## config.mk

```make
export PLATFORM = sky130hd
export DESIGN_NAME = h14rx_tmds_chan_decode
export DESIGN_NICKNAME = d
export VERILOG_FILES = /design/src/rtl/h14rx_pkg.sv /design/src/rtl/h14rx_tmds_aligner.sv /design/src/rtl/h14rx_tmds_chan_decode.sv
export SDC_FILE = /design/constraint.sdc
export NUM_CORES = 1
export LEC_CHECK = 0
export BUFFER_PORTS_ARGS = -buffer_cell sky130_fd_sc_hd__buf_2
export CAP_MARGIN = 20
export CORE_ASPECT_RATIO = 1.5
export CORE_UTILIZATION = 47
export DETAILED_ROUTE_END_ITERATION = 10
export MAX_ROUTING_LAYER = met4
export PLACE_DENSITY = 0.75
export REMOVE_ABC_BUFFERS = 1
export SYNTH_ARGS = -nofsm -noshare
export SYNTH_HDL_FRONTEND = slang
export SYNTH_SLANG_ARGS = --single-unit
```

## constraint.sdc

```tcl
create_clock -name pixel_clk -period 3.52 [get_ports pixel_clk]
set_clock_uncertainty 0.15 [all_clocks]
set_input_delay 0.176 -clock pixel_clk [delete_from_list [all_inputs] [get_ports pixel_clk]]
set_output_delay 0.176 -clock pixel_clk [all_outputs]
set_load 0.1 [all_outputs]
```

## src/rtl/h14rx_pkg.sv

```systemverilog
// Shared definitions for the HDMI 1.4 receive channel: TMDS control tokens,
// aligner state encoding and the per-symbol decode function.
package h14rx_pkg;

    localparam logic [9:0] CtlTok0 = 10'h354;
    localparam logic [9:0] CtlTok1 = 10'h0AB;
    localparam logic [9:0] CtlTok2 = 10'h154;
    localparam logic [9:0] CtlTok3 = 10'h2AB;

    typedef enum logic {
        SEARCH,
        LOCKED
    } align_state_e;

    function automatic logic is_ctl_token(input logic [9:0] q);
        return (q == CtlTok0) || (q == CtlTok1) || (q == CtlTok2) || (q == CtlTok3);
    endfunction

    // Result is {de, c[1:0], d[7:0]}; c is 00 for data, d is 0 for tokens.
    function automatic logic [10:0] tmds_decode(input logic [9:0] q);
        logic [7:0]  v;
        logic [7:0]  dv;
        logic [10:0] r;
        v     = q[9] ? ~q[7:0] : q[7:0];
        dv    = '0;
        dv[0] = v[0];
        for (int i = 1; i < 8; i++) begin
            dv[i] = q[8] ? (v[i] ^ v[i-1]) : ~(v[i] ^ v[i-1]);
        end
        case (q)
            CtlTok0: r = {1'b0, 2'b00, 8'h00};
            CtlTok1: r = {1'b0, 2'b01, 8'h00};
            CtlTok2: r = {1'b0, 2'b10, 8'h00};
            CtlTok3: r = {1'b0, 2'b11, 8'h00};
            default: r = {1'b1, 2'b00, dv};
        endcase
        return r;
    endfunction

endpackage

```

## src/rtl/h14rx_tmds_aligner.sv

```systemverilog
// Symbol boundary recovery: hunts across the ten bit offsets for a run of
// control tokens, then holds the offset while tokens keep re-confirming it.
module h14rx_tmds_aligner
    import h14rx_pkg::*;
#(
    parameter int TokenRun     = 8,
    parameter int SearchWindow = 4096
) (
    input  logic       pixel_clk,
    input  logic       rst,
    input  logic [9:0] sym_i,
    output logic [9:0] q,
    output logic       locked,
    output logic [3:0] offset
);

    localparam int RunW   = $clog2(TokenRun + 1);
    localparam int TimerW = $clog2(SearchWindow);
    localparam logic [RunW-1:0]   RunMax   = RunW'(TokenRun);
    localparam logic [TimerW-1:0] TimerMax = TimerW'(SearchWindow - 1);

    logic [9:0]        s0;
    logic [9:0]        s1;
    logic [19:0]       window;
    align_state_e      state;
    logic [RunW-1:0]   run;
    logic [RunW-1:0]   run_inc;
    logic [TimerW-1:0] timer;
    logic              run_done;
    logic              timer_done;

    // s0 holds the older word, so its bits are earliest in the window.
    assign window = {s1, s0};
    assign q      = window[offset +: 10];

    always_comb begin
        run_inc = '0;
        if (is_ctl_token(q)) begin
            run_inc = (run == RunMax) ? RunMax : run + 1'b1;
        end
    end

    assign run_done   = (run_inc == RunMax);
    assign timer_done = (timer == TimerMax);

    // A completed run always takes priority over a timer expiry, so a run that
    // finishes on the last cycle of a window neither slips nor drops lock.
    always_ff @(posedge pixel_clk) begin
        if (rst) begin
            s0     <= '0;
            s1     <= '0;
            state  <= SEARCH;
            locked <= 1'b0;
            run    <= '0;
            timer  <= '0;
            offset <= 4'd0;
        end else begin
            s1 <= sym_i;
            s0 <= s1;
            if (run_done) begin
                state  <= LOCKED;
                locked <= 1'b1;
                run    <= run_inc;
                timer  <= '0;
            end else if (timer_done) begin
                run   <= '0;
                timer <= '0;
                if (state == SEARCH) begin
                    offset <= (offset == 4'd9) ? 4'd0 : offset + 4'd1;
                end else begin
                    state  <= SEARCH;
                    locked <= 1'b0;
                end
            end else begin
                run   <= run_inc;
                timer <= timer + 1'b1;
            end
        end
    end

endmodule

```

## src/rtl/h14rx_tmds_chan_decode.sv

```systemverilog
// One HDMI 1.4 data channel: word alignment followed by a registered TMDS
// decode of the aligned symbol into de / c / d.
module h14rx_tmds_chan_decode
    import h14rx_pkg::*;
#(
    parameter int TokenRun     = 8,
    parameter int SearchWindow = 4096
) (
    input  logic       pixel_clk,
    input  logic       rst,
    input  logic [9:0] sym_i,
    output logic       locked,
    output logic [3:0] offset,
    output logic       de,
    output logic [1:0] c,
    output logic [7:0] d
);

    logic [9:0]  q;
    logic [10:0] dec_r;

    h14rx_tmds_aligner #(
        .TokenRun    (TokenRun),
        .SearchWindow(SearchWindow)
    ) u_aligner (
        .pixel_clk(pixel_clk),
        .rst      (rst),
        .sym_i    (sym_i),
        .q        (q),
        .locked   (locked),
        .offset   (offset)
    );

    always_ff @(posedge pixel_clk) begin
        if (rst) begin
            dec_r <= '0;
        end else begin
            dec_r <= tmds_decode(q);
        end
    end

    // Gating with the registered lock lines up the first valid output with
    // the edge that declares lock, and blanks everything while unlocked.
    assign de = locked & dec_r[10];
    assign c  = locked ? dec_r[9:8] : 2'b00;
    assign d  = locked ? dec_r[7:0] : 8'h00;

endmodule

```

**After elaboration in Yosys (flattened, before gate mapping)**

Cells that the tools add are included.

- Register bits: 53
- Output and inout port bits: 16
- Input bits: 12
- Word-level logic and storage cells: 67

- Bitwise operators: 18
- Reductions and logical operators: 8
- Shifts and indexed selects: 1
- Multiplexer cells: 21
- $add $sub $neg: 3
- Equality and inequality tests: 8

Operators with widths:

| cell | count |
|---|---|
| one-hot mux 11 bit (4 select lines) | 1 |
| equality test 10 bit, second input constant | 2 |
| 2-to-1 mux 4 bit | 5 |
| variable part select 20 x 5 -> 10 bit | 1 |
| 2-to-1 mux 8 bit | 2 |
| adder 12 x 1 -> 12 bit, second input constant | 1 |
| equality test 12 bit, second input constant | 1 |
| equality test 4 bit, second input constant | 3 |
| 2-to-1 mux 1 bit | 12 |
| equality test 10 x 8 -> 1 bit, second input constant | 1 |
| equality test 10 x 9 -> 1 bit, second input constant | 1 |
| NOT 1 bit | 9 |
| adder 4 x 1 -> 4 bit, second input constant | 2 |
| NOT 8 bit | 1 |
| XOR 1 bit | 7 |
| nonzero test 2 bit | 2 |
| logical OR 1 bit | 3 |
| AND reduction 3 bit | 1 |
| OR reduction 3 bit | 1 |
| 2-to-1 mux 2 bit | 1 |
| AND reduction 2 bit | 1 |
| bitwise AND 1 bit | 1 |

**Logic depth before layout (Yosys ltp)**

Gate-level depths: netlist of the first run.

- Depth in word-level cells: 9
- Gate-level depth with buffers: 12
- Depth with buffers taken out: 9

**Modules after synthesis**

From an unflattened synthesis of the first run, not the netlist that was laid out.

- Cell total of the unflattened synthesis: 305
- Area, all modules: 2997.9 µm²

Modules (own cells, without submodules):

| module | cells an instance | instances | area each (µm²) | sequential area each (µm²) |
|---|---|---|---|---|
| h14rx_tmds_aligner | 245 | 1 | 2363.5 | 840.8 |
| h14rx_tmds_chan_decode | 60 | 1 | 634.4 | 220.2 |

**Worst setup path after synthesis of the first run**

Ideal clock, no wire load.

- Path type: register to register
- Start: register u_aligner.offset[1]
- End: register u_aligner.timer[8]
- Data required time: 3.255 ns
- Library setup time: 0.115 ns
- Arrival: 3.764 ns
- Period minus slack after synthesis: 4.029 ns
- Stages on the path, launching flop included: 11
- Path slack: -0.509 ns
- Path buffers: 4
- Cell sequence: dfxtp_1 buf_2 buf_2 mux4_2 mux4_2 or4b_1 or4_1 buf_2 nand3_2 buf_6 nor2_1

- Word-level cells in the longest chain between the ends: 8
- Elaborated cells on any way between the ends: 11
- Those cells by class: eq/ne (5); shift (1); mux (1); reduce/logical (4)

Ends and longest elaborated chain:

| item | RTL line | text |
|---|---|---|
| from (decl) | h14rx_tmds_aligner.sv:14 | `output logic [3:0] offset` |
| from (signal assigned) | h14rx_tmds_aligner.sv:69 | `offset <= (offset == 4'd9) ? 4'd0 : offset + 4'd1;` |
| variable part select 20 x 5 -> 10 bit (*) | h14rx_tmds_aligner.sv:34 | `assign q = window[offset +: 10];` |
| equality test 10 bit / equality test 10 x 8 -> 1 bit (equally long branches) | h14rx_pkg.sv:16 | `return (q == CtlTok0) \|\| (q == CtlTok1) \|\| (q == CtlTok2) \|\| (q == CtlTok3);` |
| logical OR 1 bit (2 in series) | h14rx_pkg.sv:16 |  |
| logical OR 1 bit (*) | h14rx_pkg.sv:16 |  |
| 2-to-1 mux 4 bit (*) | h14rx_tmds_aligner.sv:38 | `if (is_ctl_token(q)) begin` |
| equality test 4 bit (*) | h14rx_tmds_aligner.sv:43 | `assign run_done = (run_inc == RunMax);` |
| OR reduction 3 bit (no line) (*) | -- |  |
| to (signal assigned) | h14rx_tmds_aligner.sv:76 | `timer <= timer + 1'b1;` |
| to (decl) | h14rx_tmds_aligner.sv:28 | `logic [TimerW-1:0] timer;` |

Every way passes the cells marked *; elsewhere a longest branch is shown, timed or not.
A chain may end at the register's enable or synchronous reset.

**Worst setup path in the final report of the first run**

- Start: register u_aligner.offset[1]
- End: register u_aligner.offset[2]

- Word-level cells in the longest chain between the ends: 9
- Elaborated cells on any way between the ends: 15
- Those cells by class: add/sub (1); eq/ne (6); shift (1); mux (2); bitwise (1); reduce/logical (4)

Ends and longest elaborated chain:

| item | RTL line |
|---|---|
| variable part select 20 x 5 -> 10 bit | h14rx_tmds_aligner.sv:34 |
| equality test 10 bit / equality test 10 x 8 -> 1 bit (equally long branches) | h14rx_pkg.sv:16 |
| logical OR 1 bit (3 in series) | h14rx_pkg.sv:16 |
| 2-to-1 mux 4 bit | h14rx_tmds_aligner.sv:38 |
| equality test 4 bit | h14rx_tmds_aligner.sv:43 |
| NOT 1 bit (no line) | -- |
| AND reduction 3 bit (no line) | -- |

Parallel ways exist; a longest one is shown, timed or not.

==> results.md, run 1 <==
* Synth unique cells at 52
* CP Cell Sequence: mux4_2 > mux4_2 > or4b_1 > or4_1 > a41oi_2 > a31o_1
* First-pass GRT wire length at 11050 um
* Setup crit end kind: flop
* Core area at 0.006175 sq mm
* Synth async-reset ratio at 0%
* WL/cell at 15.77 um
* CTS buffer count at 5
* FF+latch area at 0.001064 sq mm
* Critical Path Fanout Max at 6
* Synth warnings at 0
* Fin. max-slew vios at 0
* Vias per Instance at 5.890
* CTS Sinks at 53
* HP Class: in -> reg
* Number of synthesized register bits at 53
* GRT Total Usage at 22.17%
* Setup_tns at 0 ps
* Initial antenna violation count at 0
* Width of the die at 67.66 um
* Leakage at 1.305 nW
* Final Setup Violations at 0
* Synth area leaders: dfxtp_1 35%, mux4_2 15%, nor2b_1 4.7%
* Kind of critical path: reg -> reg
* Finished Layout Cells at 420
* Ant. Diodes at 0
* Htree depth at 2
* DIE HEIGHT at 100.5 um
* Port-buffer cells at 27
* RSZ-0062 raised after global routing: false
* Tcrit/Tclk final at 95.71%
* Post-route ant nets at 0
* EDFF count, synth at 0
* Vias in the first global route at 2374
* Gpl congestion at 1.026
* Fmax at 296.8 MHz
* CTS max path bufs at 2
* Nets@finish at 360
* Worst Setup Start Kind: flop
* Clock latency on the worst-skew pair at 300 ps
* Most common cell in the netlist: dfxtp_1
* Slowest stage delay, CP at 640 ps
* Mapped Area at 0.003039 sq mm
* Fill count at 552
* Most common library cells after synthesis: 53 x dfxtp_1, 23 x nor2_1, 23 x nor2b_1
* Cell mode on critical path: mux4_2
* DR DRC count at 0
* Drt first pass iters at 4
* Initial DRC Count at 150
* Sequential element share of the synthesized area at 34.91%
* Largest net degree at the start of global routing at 43
* Gate Count Post-Synth at 300
* Area growth from synthesis to layout at 15.27%
* Worst EP arrival at 3450 ps
* Root buffer cell: clkbuf_8
* Number of I/O pins at 28
* Placed cell count at 402
* Pwr per Cell Area at 306.1 mW/mm^2
* Worst Max-Slew Pin Slew at 704.3 ps
* Rows at 35
* Share of the synthesized area in the top cell type at 34.91%
* Worst slew margin at 53.05%
* Post-DP HPWL at 5068 um
* Routed vias at 2474
* Worst EP required at 3600 ps
* Crit path time final at 3369 ps
* DRT Wirelength at 6622 um
* Worst-path clk slew at 90 ps
* Fraction of layout cells with a size suffix above 1 at 25.43%
* Main synth FF type: dfxtp_1
* Final Hold Vio Count at 0
* Area leader, netlist: dfxtp_1
* Placed cell area at 0.003307 sq mm
* Avg Cell Area, Syn at 10.13 sq um
* GRT Residual Overflow at 0
* Die ar. at 0.006798 sq mm
* Multi-input gate area at 0.001859 sq mm
* Fin area at 0.003503 sq mm
* Initial core utilization at 49.22%
* Outcome: complete, no violations
* CTS tree: done
* Max-cap check violation count at 0
* Worst vdd ir at 0.0002434 V
* Critical-path cell with the highest stage delay: or4_1
[worst paths after layout]
| kind | end | start | cells past startpoint | slack, ps |
|---|---|---|---|---|
| max | u_aligner.offset[2] | u_aligner.offset[1] | 6 | 150 |
| min | u_aligner.s1[9] | rst | 2 | 260 |
| max reg2reg | u_aligner.offset[2] | u_aligner.offset[1] | 6 | 150 |
| min reg2reg | u_aligner.timer[0] | u_aligner.timer[0] | 1 | 310 |
[metal layers]
| layer | track usage [%] | wire [um] |
|---|---|---|
| met5 | - | 0 |
| met4 | 10.64 | 243 |
| met3 | 3.054 | 248 |
| met2 | 39.30 | 3681 |
| met1 | 23.22 | 2449 |
[critical path: cells and delay by family, from the launching register on]
family / cells / cell delay [ps]
AO/OA/AOI/OAI: 2 / 430
flip-flops: 1 / 480
multiplexers: 2 / 1050
AND/OR/NAND/NOR: 2 / 1180
[cell families (layout without fill, tap and decap cells)]
logic type	after synthesis	count (layout)	share of synthesized area [%]
compound gates	36	36	9.099
buf+inv	24	70	4.240
flops	53	53	34.91
mux	36	36	20.83
xor+xnor	23	23	6.628
fa+ha+maj	3	3	1.235
simple gates	125	125	23.06
[registers in the layout, summed over array words and instances (netlist names)]
name	cells
dec_r	11
u_aligner.locked	1
u_aligner.offset	4
u_aligner.run	4
u_aligner.s0	10
u_aligner.s1	10
u_aligner.state	1
u_aligner.timer	12
[power breakdown]
part	total [mW]	internal (mW)	switching (mW)
Combinational	0.0999	0.0569	0.0431
Clock	0.331	0.141	0.190
Sequential	0.641	0.622	0.0192
[per-stage QoR]
step	setup slack (ps)	util (%)	total power, mW	hold WS (ps)
4_1_cts	64.01	56.54	1.079	272.1
3_5_place_dp	93.85	53.56	0.7461	240.2
5_1_grt	43.45	56.74	1.119	304.6
6_report	151.1	56.74	1.072	261.7
2_1_floorplan	-1057	-	0.7092	95.07
3_3_place_gp	109.2	53.56	0.7427	232.4
[timing repair]
| action | in CTS | in global routing |
|---|---|---|
| endpoints found under the hold margin | 10 | 0 |
| hold buffers | 10 | 0 |
| endpoints found under the setup margin | 0 | 28 |
| setup buffers | 0 | 0 |
| resized for setup | 0 | 5 |
[cell usage in the layout, fill, tap and decap left out, types with 3 or more instances in the layout]
cell           instances
inv_1                  4
buf_2                 27
nand2b_1               6
nor3b_1                3
xor2_1                 7
nand4_1                3
a31oi_1                4
a21oi_1                6
clkbuf_8               5
dlygate4sd3_1         10
and3_1                 7
a2111oi_0              3
buf_4                 20
nor2_1                23
mux2_2                 5
dfxtp_1               51
or4_1                  4
xnor2_1               16
nand3_1                8
nor2b_1               23
ha_1                   3
nand2_1               11
mux2i_1               10
a22oi_1                3
nor3_1                12
o31ai_1                3
and2_1                13
mux4_2                20
[area by class of cell]
| type | instances | share of cell area (%) |
|---|---|---|
| clock buffer | 7 | 2.179 |
| clock inverter | 1 | 0.2143 |
| inverter | 5 | 0.5357 |
| multi-input combinational | 223 | 53.07 |
| sequential | 53 | 30.36 |
| tap | 74 | 2.643 |
| timing repair buffer | 57 | 11.00 |
(Power assumes the default switching activity.)
==> run 2: changes to the inputs <==
==> constraint.sdc (replaced) <==
create_clock -name pixel_clk -period 3.52 [get_ports pixel_clk]
set_clock_uncertainty 0.15 [all_clocks]
set_input_delay 0.704 -clock pixel_clk [delete_from_list [all_inputs] [get_ports pixel_clk]]
set_output_delay 0.704 -clock pixel_clk [all_outputs]
set_load 0.1 [all_outputs]
==> run 2 against run 1 <==
Sequential cell count unchanged. Core utilization decreased by 1.6 points. Routed wire length decreased by 1.5%. Cell count decreased by 2.4%. Global-route usage decreased by 0.17 points. Total power decreased by 0.88%. Critical path type unchanged. Largest cell class unchanged.
==> results.md, run 2 (synthesized netlist as in run 1, its figures left out) <==
* Ant. Diodes at 0 (unchanged)
* Worst Setup Start Kind: flop
* Core area at 0.006175 sq mm (unchanged)
* Worst Max-Slew Pin Slew at 701.6 ps (-2.643 ps)
* Setup crit end kind: flop
* Cell depth of the worst flop-to-flop path at 6 (unchanged)
* Leakage at 1.263 nW (-3.2%)
* Setup Fix Bufs, Post-CTS at 0 (unchanged)
* Commonest cells after routing, fill and taps aside: 51 x dfxtp_1, 27 x buf_2, 23 x nor2b_1, 23 x nor2_1
* Rows at 35 (unchanged)
* Worst Hold Depth at 1 (-1)
* Worst vdd ir at 0.0002434 V (about the same)
* Largest net degree at the start of global routing at 43 (unchanged)
* Pwr per Cell Area at 312.3 mW/mm^2 (+2.0%)
* Commonest non-fill, non-tap cell in the layout: dfxtp_1
* Critical-path cell with the highest stage delay: or4_1
* Gr busiest metal: met2
* Routed vias at 2416 (-2.3%)
* Htree depth at 2 (unchanged)
* Fmax at 297.0 MHz (about the same)
* CP Cell Sequence: mux4_2 > mux4_2 > or4b_1 > or4_1 > a41oi_2 > a31o_1
* Nets@finish at 350 (-2.8%)
* Vias in the first global route at 2344 (-1.3%)
* Fraction of layout cells with a size suffix above 1 at 26.19% (+0.76 points)
* Critical R2R Capture: u_aligner.offset[2]
* Clock latency on the worst-skew pair at 300 ps (about the same)
* HP Class: reg -> reg
* Gpl congestion at 1.026 (unchanged)
* Post-route ant nets at 0 (unchanged)
* Max-cap check violation count at 0 (unchanged)
* DIE HEIGHT at 100.5 um (unchanged)
* Root buffer cell: clkbuf_8
* Crit path buffers/inverters at 0 (unchanged)
* Hold path startpoint: u_aligner.timer[0]
* Tcrit/Tclk final at 95.65% (about the same)
* CTS Sinks at 53 (unchanged)
* Outcome: complete, no violations
* Initial antenna violation count at 0 (unchanged)
* Worst-path clk slew at 90 ps (about the same)
* Max reg flops at 12 (unchanged)
* Post-DP HPWL at 5068 um (unchanged)
* Crit path max-delay family: simple AND/OR/NAND/NOR gates
* RSZ-0062 raised after global routing: false
* Hold_buf cts at 0 (-10)
* Fin. max-slew vios at 0 (unchanged)
* Slowest stage delay, CP at 640 ps (about the same)
* Met1 Usage GRT at 23.00% (-0.22 points)
* Hold path endpoint: u_aligner.timer[0]
* Vias per Instance at 5.893 (about the same)
* Kind of critical path: reg -> reg
* WL/cell at 15.91 um (+0.94%)
* Crit path time final at 3367 ps (-2.028 ps)
* Number of I/O pins at 28 (unchanged)
* Fill count at 568 (+2.9%)
* GRT Total Usage at 22.00% (-0.17 points)
* DRT Wirelength at 6525 um (-1.5%)
* Final Setup Violations at 0 (unchanged)
* Worst EP arrival at 3450 ps (about the same)
* Biggest registers after layout: u_aligner.timer (12), dec_r (11)
* Critical R2R Launch: u_aligner.offset[1]
* Worst slew margin at 53.11% (+0.058 points)
* Setup WS post-layout at 153.1 ps (+2.028 ps)
* Die ar. at 0.006798 sq mm (unchanged)
* Initial core utilization at 49.22% (unchanged)
* Critical Path Fanout Max at 6 (unchanged)
* Met3 usage in global routing at 3.054% (unchanged)
* GRT Residual Overflow at 0 (unchanged)
* CTS buffer count at 5 (unchanged)
* Final Hold Vio Count at 0 (unchanged)
* CTS tree: done
* Pre-CTS setup slack at 93.85 ps (unchanged)
* Port-buffer cells at 27 (unchanged)
* Worst EP required at 3600 ps (about the same)
* First-pass GRT wire length at 10950 um (-0.87%)
* Post-CTS sizing at 0 (unchanged)
* Initial DRC Count at 166 (+11%)
* Reg2Reg Setup Slack at 150 ps (about the same)
* Width of the die at 67.66 um (unchanged)
* Met2 usage at 38.99% (-0.30 points)
* CTS max path bufs at 2 (unchanged)
* Setup_tns at 0 ps (unchanged)
* Drt first pass iters at 4 (unchanged)
* DR DRC count at 0 (unchanged)
* Area growth from synthesis to layout at 11.98%
* Largest Register: u_aligner.timer
* Cell mode on critical path: mux4_2
==> run 2: metrics by stage <==
step,power [mW],instance area [sq um],instances,utilization (%),hold slack [ps]
2_1_floorplan,0.7092,2929,281,-,267.5
3_3_place_gp,0.7427,3307,402,53.56,281.1
3_5_place_dp,0.7461,3307,402,53.56,290.7
4_1_cts,1.070,3391,410,54.91,312.4
5_1_grt,1.110,3403,410,55.12,337.3
6_report,1.063,3403,410,55.12,305.2
==> run 2: worst max-delay path by stage <==
stage	startpoint	to	slack, ps	cells past startpoint
2_1_floorplan	u_aligner.offset[0]	u_aligner.offset[2]	-1060	6
3_3_place_gp	u_aligner.offset[0]	u_aligner.offset[2]	110	8
3_5_place_dp	u_aligner.offset[0]	u_aligner.offset[2]	90	8
4_1_cts	u_aligner.offset[2]	u_aligner.timer[10]	60	7
5_1_grt	u_aligner.offset[0]	u_aligner.run[2]	40	7
6_report	u_aligner.offset[1]	u_aligner.offset[2]	150	6
==> run 2: report_power, final <==
group | switching (mW) | internal [mW]
sequential | 0.0191 | 0.622
clock | 0.189 | 0.141
combinational | 0.0418 | 0.0496
total | 0.250 | 0.813
==> run 2: layer usage <==
layer  wire, um  vias to the layer above
li1           -                     1170
met3        196                       16
met2       3648                       66
met1       2436                     1164
met4        244                        0
met5          0                        -
==> run 2: layout make-up <==
cell class,instances,area [sq um],share of cell area (%)
multi-input combinational,223,1859,54.63
clock inverter,1,7.507,0.2206
clock buffer,7,76.32,2.243
timing repair buffer,47,285.3,8.382
tap,74,92.59,2.721
sequential,53,1064,31.25
inverter,5,18.77,0.5515
==> run 2: worst register-to-register path: stages, from the launching register on <==
cell and delay, ps:
dfxtp_1 480, mux4_2 570, mux4_2 480, or4b_1 540, or4_1 640, a41oi_2 250
a31o_1 180
